==> config.mk <==
export PLATFORM = sky130hd
export DESIGN_NAME = add_accum
export DESIGN_NICKNAME = d
export VERILOG_FILES = /design/src/rtl/add_accum.sv
export SDC_FILE = /design/constraint.sdc
export NUM_CORES = 1
export LEC_CHECK = 0
export ABC_AREA = 1
export CORE_ASPECT_RATIO = 0.6
export CORE_MARGIN = 4
export CORE_UTILIZATION = 40
export CTS_CLUSTER_SIZE = 14
export DETAILED_ROUTE_END_ITERATION = 12
export SYNTH_ARGS = -nofsm -noshare
export SYNTH_HDL_FRONTEND = slang
export SYNTH_SLANG_ARGS = --single-unit
==> constraint.sdc <==
create_clock -name CLK -period 4.8 [get_ports CLK]
set_input_delay 0.48 -clock CLK [delete_from_list [all_inputs] [get_ports CLK]]
set_output_delay 0.48 -clock CLK [all_outputs]
set_load 0.01 [all_outputs]
==> src/rtl/add_accum.sv <==
// Framed multi-operand adder: accumulates up to NARG operands per frame and
// presents sum, carry-out, signed overflow and operand count with a ready/valid handshake.
module add_accum #(
  parameter int LEN  = 16,
  parameter int NARG = 4,
  parameter int SAT  = 0,
  localparam int CW  = $clog2(NARG),
  localparam int NW  = $clog2(NARG + 1)
) (
  input  logic            CLK,
  input  logic            RST,
  input  logic            IN_VALID,
  output logic            IN_READY,
  input  logic [LEN-1:0]  IN_DATA,
  input  logic            IN_LAST,
  input  logic [CW-1:0]   IC,
  output logic            OUT_VALID,
  input  logic            OUT_READY,
  output logic [LEN-1:0]  Y,
  output logic [CW-1:0]   OC,
  output logic            OVF,
  output logic [NW-1:0]   CNT
);

  localparam int UW = LEN + CW;
  localparam int SW = LEN + CW + 1;

  typedef enum logic {ACC = 1'b0, HOLD = 1'b1} state_t;

  state_t                 state_q;
  logic [UW-1:0]          u_q, u_d;
  logic signed [SW-1:0]   s_q, s_d;
  logic [NW-1:0]          cnt_q, cnt_d;
  logic [LEN-1:0]         y_q, y_d;
  logic [CW-1:0]          oc_q;
  logic                   ovf_q, ovf_d;
  logic [NW-1:0]          ncnt_q;

  logic                   first;
  logic                   close;
  logic [UW-1:0]          u_in, u_ic;
  logic signed [SW-1:0]   s_in, s_ic;

  // S fits the signed LEN-bit range iff its bits from LEN-1 upward are all equal.
  function automatic logic s_ovf(input logic [CW+1:0] top);
    return !((&top) || !(|top));
  endfunction

  function automatic logic [LEN-1:0] sat_y(input logic [LEN-1:0] wrap,
                                           input logic neg, input logic ovf);
    if ((SAT != 0) && ovf)
      return neg ? {1'b1, {(LEN-1){1'b0}}} : {1'b0, {(LEN-1){1'b1}}};
    return wrap;
  endfunction

  always_comb begin
    first = (cnt_q == '0);
    u_in  = {{CW{1'b0}}, IN_DATA};
    u_ic  = {{LEN{1'b0}}, IC};
    s_in  = {{(CW+1){IN_DATA[LEN-1]}}, IN_DATA};
    s_ic  = {{(LEN+1){1'b0}}, IC};
    u_d   = first ? (u_in + u_ic) : (u_q + u_in);
    s_d   = (first ? s_ic : s_q) + s_in;
    cnt_d = cnt_q + NW'(1);
    close = IN_LAST || (cnt_d == NW'(NARG));
    ovf_d = s_ovf(s_d[SW-1:LEN-1]);
    y_d   = sat_y(u_d[LEN-1:0], s_d[SW-1], ovf_d);
  end

  always_ff @(posedge CLK or posedge RST) begin
    if (RST) begin
      state_q <= ACC;
      u_q     <= '0;
      s_q     <= '0;
      cnt_q   <= '0;
      y_q     <= '0;
      oc_q    <= '0;
      ovf_q   <= 1'b0;
      ncnt_q  <= '0;
    end else if (state_q == ACC) begin
      if (IN_VALID) begin
        u_q <= u_d;
        s_q <= s_d;
        if (close) begin
          state_q <= HOLD;
          cnt_q   <= '0;
          y_q     <= y_d;
          oc_q    <= u_d[UW-1:LEN];
          ovf_q   <= ovf_d;
          ncnt_q  <= cnt_d;
        end else begin
          cnt_q <= cnt_d;
        end
      end
    end else if (OUT_READY) begin
      state_q <= ACC;
    end
  end

  assign IN_READY  = (state_q == ACC);
  assign OUT_VALID = (state_q == HOLD);
  assign Y         = y_q;
  assign OC        = oc_q;
  assign OVF       = ovf_q;
  assign CNT       = ncnt_q;

endmodule

== Word level (Yosys, flattened, before mapping) ==
Cells that the tools add are included.
Operators by class
  reductions and logical operators: 9
  $add $sub $neg: 4
  equality and inequality tests: 1
  bitwise operators: 1
  multiplexer cells: 7
Operators by type and width (count)
  19-bit by 16-bit adder with 19-bit output: 1
  19-bit two-way mux: 1
  18-bit by 16-bit adder with 18-bit output: 1
  18-bit two-way mux: 1
  16-bit by 2-bit adder with 17-bit output: 1
  1-bit two-way mux: 4
  4-bit AND reduction: 1
  4-bit OR reduction: 1
  3-bit by 1-bit adder with 3-bit output, second input constant: 1
  3-bit == test, second input constant: 1
  3-bit logical NOT: 1
  3-bit two-way mux: 1
  3-bit AND reduction: 1
  1-bit logical NOT: 2
  1-bit logical OR: 2
  2-bit AND reduction: 1
  1-bit NOT: 1
Word-level totals
  input port bits: 23
  output and inout port bits: 24
  logic and storage cells: 30
  bits in registers: 63

== Longest topological paths before layout ==
  depth after elaboration: 7
  gate-level depth with buffers: 21
  depth with buffers taken out: 20

== Least setup slack after synthesis ==
OpenSTA, ideal clock, no wires.
  path kind: reg-to-reg
  start point: register cnt_q[0]
  end point: register ovf_q (netlist: OVF)
  clock period less this slack: 2725 ps
  path slack: 2075 ps
  data required time: 4683 ps
  stages on the path, launching flop included: 22
  library setup time: 117 ps
  data arrival time: 2608 ps
  buffers on the path: 1
  path through: dfrtp_1 > inv_1 > ha_1 > nand2_1 > clkinv_1 > clkbuf_1 > nand2_1 > nand2_1 > ha_1 > fa_1 > nand2_1 > nand3_1 > nand3_1 > nand2_1 > nand2_1 > nand2_1 > nand2_1 > nand2_1 > nor2_1 > nand3_1 > nand3_1 > nand2_1
On the way
  elaborated cells on any way between the ends: 12
  those cells by class: add/sub (2); eq/ne (1); mux (1); reduce/logical (8)
RTL lines
  start: declaration: line 33  | logic [NW-1:0] cnt_q, cnt_d;
  start signal: assignment: line 92  | cnt_q <= cnt_d;
  3-bit by 1-bit adder with 3-bit output: line 64  | cnt_d = cnt_q + NW'(1);
  via cnt_d[0]: line 33
  3-bit == test: line 65  | close = IN_LAST || (cnt_d == NW'(NARG));
  1-bit logical OR: line 65
  3-bit AND reduction (no source line)
  end signal: assignment: line 89  | ovf_q <= ovf_d;
  end: declaration: line 36  | logic ovf_q, ovf_d;
The timed path passes the listed nets, and every way through them passes these cells.
A chain may end at the register's enable or synchronous reset.

== Worst setup path after layout ==
Ends and elaborated chain as after synthesis.

==> run_results.csv <==
group,metric,value,unit
route,firstDrtPassIters,5,
final_layout,utilization,49.2,%
clocking,numCtsBuffers,9,
final_layout,fin_nets,859,
clocking,ctsRootBufferMaster,"clkbuf_16",
power_and_ir_drop,peakVddDrop,0.000232,V
logic_synthesis,synth_cells,748,
sta,period_needed,3.42,ns
logic_synthesis,synth_cell_type_count,38,
setup_path,critical_path.top_delay_family,"buffers and inverters",
clocking,clkLatencyLatePin,0.33,ns
floorplanning,die_area,0.0144,sq mm
power_and_ir_drop,power_density,713,mW/mm^2
logic_synthesis,syn_area,0.00499,sq mm
run,cap_violations,0,
placed_design,dpl.hpwl,11.2,mm
floorplanning,io_pins,47,
placed_design,gp_congestion,0.900,
setup_path,crit_chain,"inv_1, ha_1, nand2_1, buf_4, clkinv_1, buf_4, nor2_1, ha_1, a21oi_1, nand2_1, a21oi_1, nand2_1, nand2_1, nand2_1, nor2_1, nand3_1, nand3_1, nand2_1",
setup_path,crit_path_start,"cnt_q[0]$_DFFE_PP0P_",
clocking,cts.path.max_buffers,2,
power_and_ir_drop,p_leak,3.05,nW
setup_path,r2r_cells,18,
setup_path,r2r_start,"cnt_q[0]$_DFFE_PP0P_",
grt,grt_pass1_wl,23.7,mm
power_and_ir_drop,comb_power_share,60.3,%
sta,setup_tns,0,ns
floorplanning,initial_core_util,41.1,%
status,outcome,"completed",
setup_path,r2r_end,"OVF$_DFFE_PP0P_",
floorplanning,die_w,152,microns
grt,grt_overflow,0,
grt,antenna_found_initial,0,
clocking,cts_resized,0,
final_layout,diodes,0,
sta,setup_viol,0,
sta,skew,0.00552,ns
logic_synthesis,synth_seq_cells,63,
final_layout,area_growth,19.7,%
logic_synthesis,synth_area_per_cell,6.67,sq um
setup_path,critPathRequiredTime,5.02,ns
floorplanning,num_rows,31,
power_and_ir_drop,swShare,46.6,%
sta,max_freq,0.293,GHz
min_path,hp-class,"reg -> reg",
setup_path,start_kind,"register",
grt,grt_max_degree,37,
power_and_ir_drop,clock_power_share,17.9,%
setup_path,path_buf_inv,4,
power_and_ir_drop,finalPower,4.26,mW
setup_path,path_class,"reg -> reg",
clocking,h-tree-depth,3,
final_layout,fill_cells,1249,
logic_synthesis,synthArstFlopShare,100,%
setup_path,critPathArrivalTime,3.63,ns
final_layout,drive_gt1_share,4.76,%
setup_path,cp-endpoint,"OVF$_DFFE_PP0P_",
power_and_ir_drop,internal-power,2.27,mW
clocking,ctsHoldBuffers,0,
clocking,clkSinkCount,63,
clocking,cts_tree,"yes",
route,vias,4935,
setup_path,worst-path-stages,18,
logic_synthesis,ys_warn_count,0,
sta,maxSlewHeadroom,28.1,%
route,antenna_left,0,
placed_design,numPortBuffers,46,
route,avgViaCountPerCell,5.12,
sta,worstMarginPinSlew,1.08,ns
route,avgRoutedWirePerCell,14.9,microns
floorplanning,core,0.0121,sq mm
floorplanning,die_height,94.5,microns
setup_path,slowest_stage,"dfrtp_1",
clocking,cts_setup_buffers,0,
route,drt_iter0_drc,373,
route,wl,14.3,mm
power_and_ir_drop,power.switching,1.99,mW
logic_synthesis,synth_edf_count,0,
route,route.detailed.drc,0,
sta,grt_setup_unrepaired,"no",
setup_path,crit_fanout,25,
logic_synthesis,synth_fp_nets,813,
logic_synthesis,ys.flop_type,"dfrtp_1",
setup_path,cpPeakStageDelay,0.37,ns
grt,grt_pass1_vias,4591,
sta,hold_viol_final,0,
setup_path,crit_path_end_kind,"register",
sta,drv_slew,0,
power_and_ir_drop,seqPwrFrac,21.8,%
setup_path,crit_top_cell,"nand2_1",
sta,holdWs,0.476,ns
grt,grt_use_total,20.5,%
sta,fin_crit_sh,71.2,%
setup_path,reg2reg_slack,1.38,ns
clocking,path_clk_slew,0.06,ns
logic_synthesis,ys_seq_area_share,31.6,%
==> power by group through the flow <==
stage	clock [mW]	combinational (mW)	sequential, mW
floorplan	0	1.77	0.948
global placement	0	2.51	0.924
detailed placement	0	2.55	0.933
CTS	0.781	2.56	0.928
global route	0.802	2.94	0.956
finish	0.764	2.57	0.928
==> cells in the final DEF (no fill, tap or decap), types with 4 or more instances in the layout <==
cell type / Yosys / layout
a21oi_1: 42 / 42
a31oi_1: 4 / 4
buf_4: 0 / 5
clkbuf_16: 0 / 9
clkdlybuf4s50_1: 0 / 46
dfrtp_1: 63 / 63
ha_1: 39 / 39
inv_1: 80 / 79
inv_2: 7 / 8
nand2_1: 246 / 246
nand3_1: 61 / 61
nand4_1: 5 / 5
nor2_1: 64 / 64
nor3_1: 4 / 4
o21ai_0: 55 / 55
o21ai_1: 9 / 9
o22ai_1: 6 / 6
xnor2_1: 6 / 6
xor2_1: 10 / 10
==> flip-flops by register name, indices dropped and copies added (netlist names) <==
name	cells
CNT	3
OVF	1
OC	2
Y	16
u_q	18
s_q	19
cnt_q	3
OUT_VALID	1
==> worst reg2reg max path, stage by stage (launching register included) <==
cell      delay, ns
dfrtp_1        0.37
inv_1          0.08
ha_1           0.20
nand2_1        0.06
buf_4          0.28
clkinv_1       0.36
buf_4          0.35
nor2_1         0.14
ha_1           0.29
a21oi_1        0.26
nand2_1        0.09
a21oi_1        0.24
nand2_1        0.11
nand2_1        0.06
nand2_1        0.07
nor2_1         0.12
nand3_1        0.08
nand3_1        0.08
nand2_1        0.05
==> logic make-up (layout without fill, tap and decap cells) <==
logic type / count (synthesis) / after routing / share of synthesized area (%)
AND/OR/NAND/NOR: 398 / 398 / 33.5
flip-flops: 63 / 63 / 31.6
adder cells (fa/ha/maj): 42 / 42 / 11.0
AO/OA/AOI/OAI: 124 / 124 / 13.2
buffers and inverters: 105 / 156 / 8.00
XOR/XNOR: 16 / 16 / 2.81
==> worst min-delay path by stage <==
| stage | from | to | slack [ns] | depth (start not counted) |
|---|---|---|---|---|
| floorplan | s_q[0]$_DFFE_PP0P_ | s_q[0]$_DFFE_PP0P_ | 0.45 | 2 |
| global placement | s_q[0]$_DFFE_PP0P_ | s_q[0]$_DFFE_PP0P_ | 0.46 | 2 |
| detailed placement | Y[11]$_DFFE_PP0P_ | Y[11]$_DFFE_PP0P_ | 0.47 | 2 |
| CTS | Y[11]$_DFFE_PP0P_ | Y[11]$_DFFE_PP0P_ | 0.48 | 2 |
| global route | s_q[1]$_DFFE_PP0P_ | s_q[1]$_DFFE_PP0P_ | 0.50 | 2 |
| finish | Y[11]$_DFFE_PP0P_ | Y[11]$_DFFE_PP0P_ | 0.48 | 2 |
==> cells in the mapped netlist, types with 6 or more instances <==
cell type,n,area [sq um]
nor2_1,64,240
xor2_1,10,87.6
clkbuf_1,11,41.3
nand3_1,61,305
o21ai_0,55,275
xnor2_1,6,52.6
nand2_1,246,923
dfrtp_1,63,1580
inv_2,7,26.3
o21ai_1,9,45.0
ha_1,39,488
inv_1,80,300
a21oi_1,42,210
o22ai_1,6,37.5
==> cell type report <==
cell class | instances | area (sq um) | share of cell area, %
multi-input cells | 580 | 3020 | 50.5
flip-flops and latches | 63 | 1580 | 26.4
repair buffers | 51 | 498 | 8.33
inverters | 89 | 334 | 5.59
clock buffers | 10 | 239 | 4.00
well taps | 165 | 206 | 3.45
clock inverters | 6 | 108 | 1.80
==> routing by layer <==
layer / GRT usage, % / up-vias / routed length [microns]
li1: - / 2524 / -
met1: 30.1 / 2267 / 7320
met2: 30.8 / 133 / 5850
met3: 4.21 / 11 / 965
met4: 5.53 / 0 / 192
met5: 0 / - / 0
==> metrics by stage <==
stage | cells | setup slack (ns) | instance area (sq um)
after floorplan | 748 | 2.07 | 4990
after global placement | 948 | 1.43 | 5630
after detailed placement | 948 | 1.41 | 5630
after CTS | 964 | 1.40 | 5980
after global routing | 964 | 1.02 | 5980
final | 964 | 1.38 | 5980
Power figures use the tool's default switching activity.
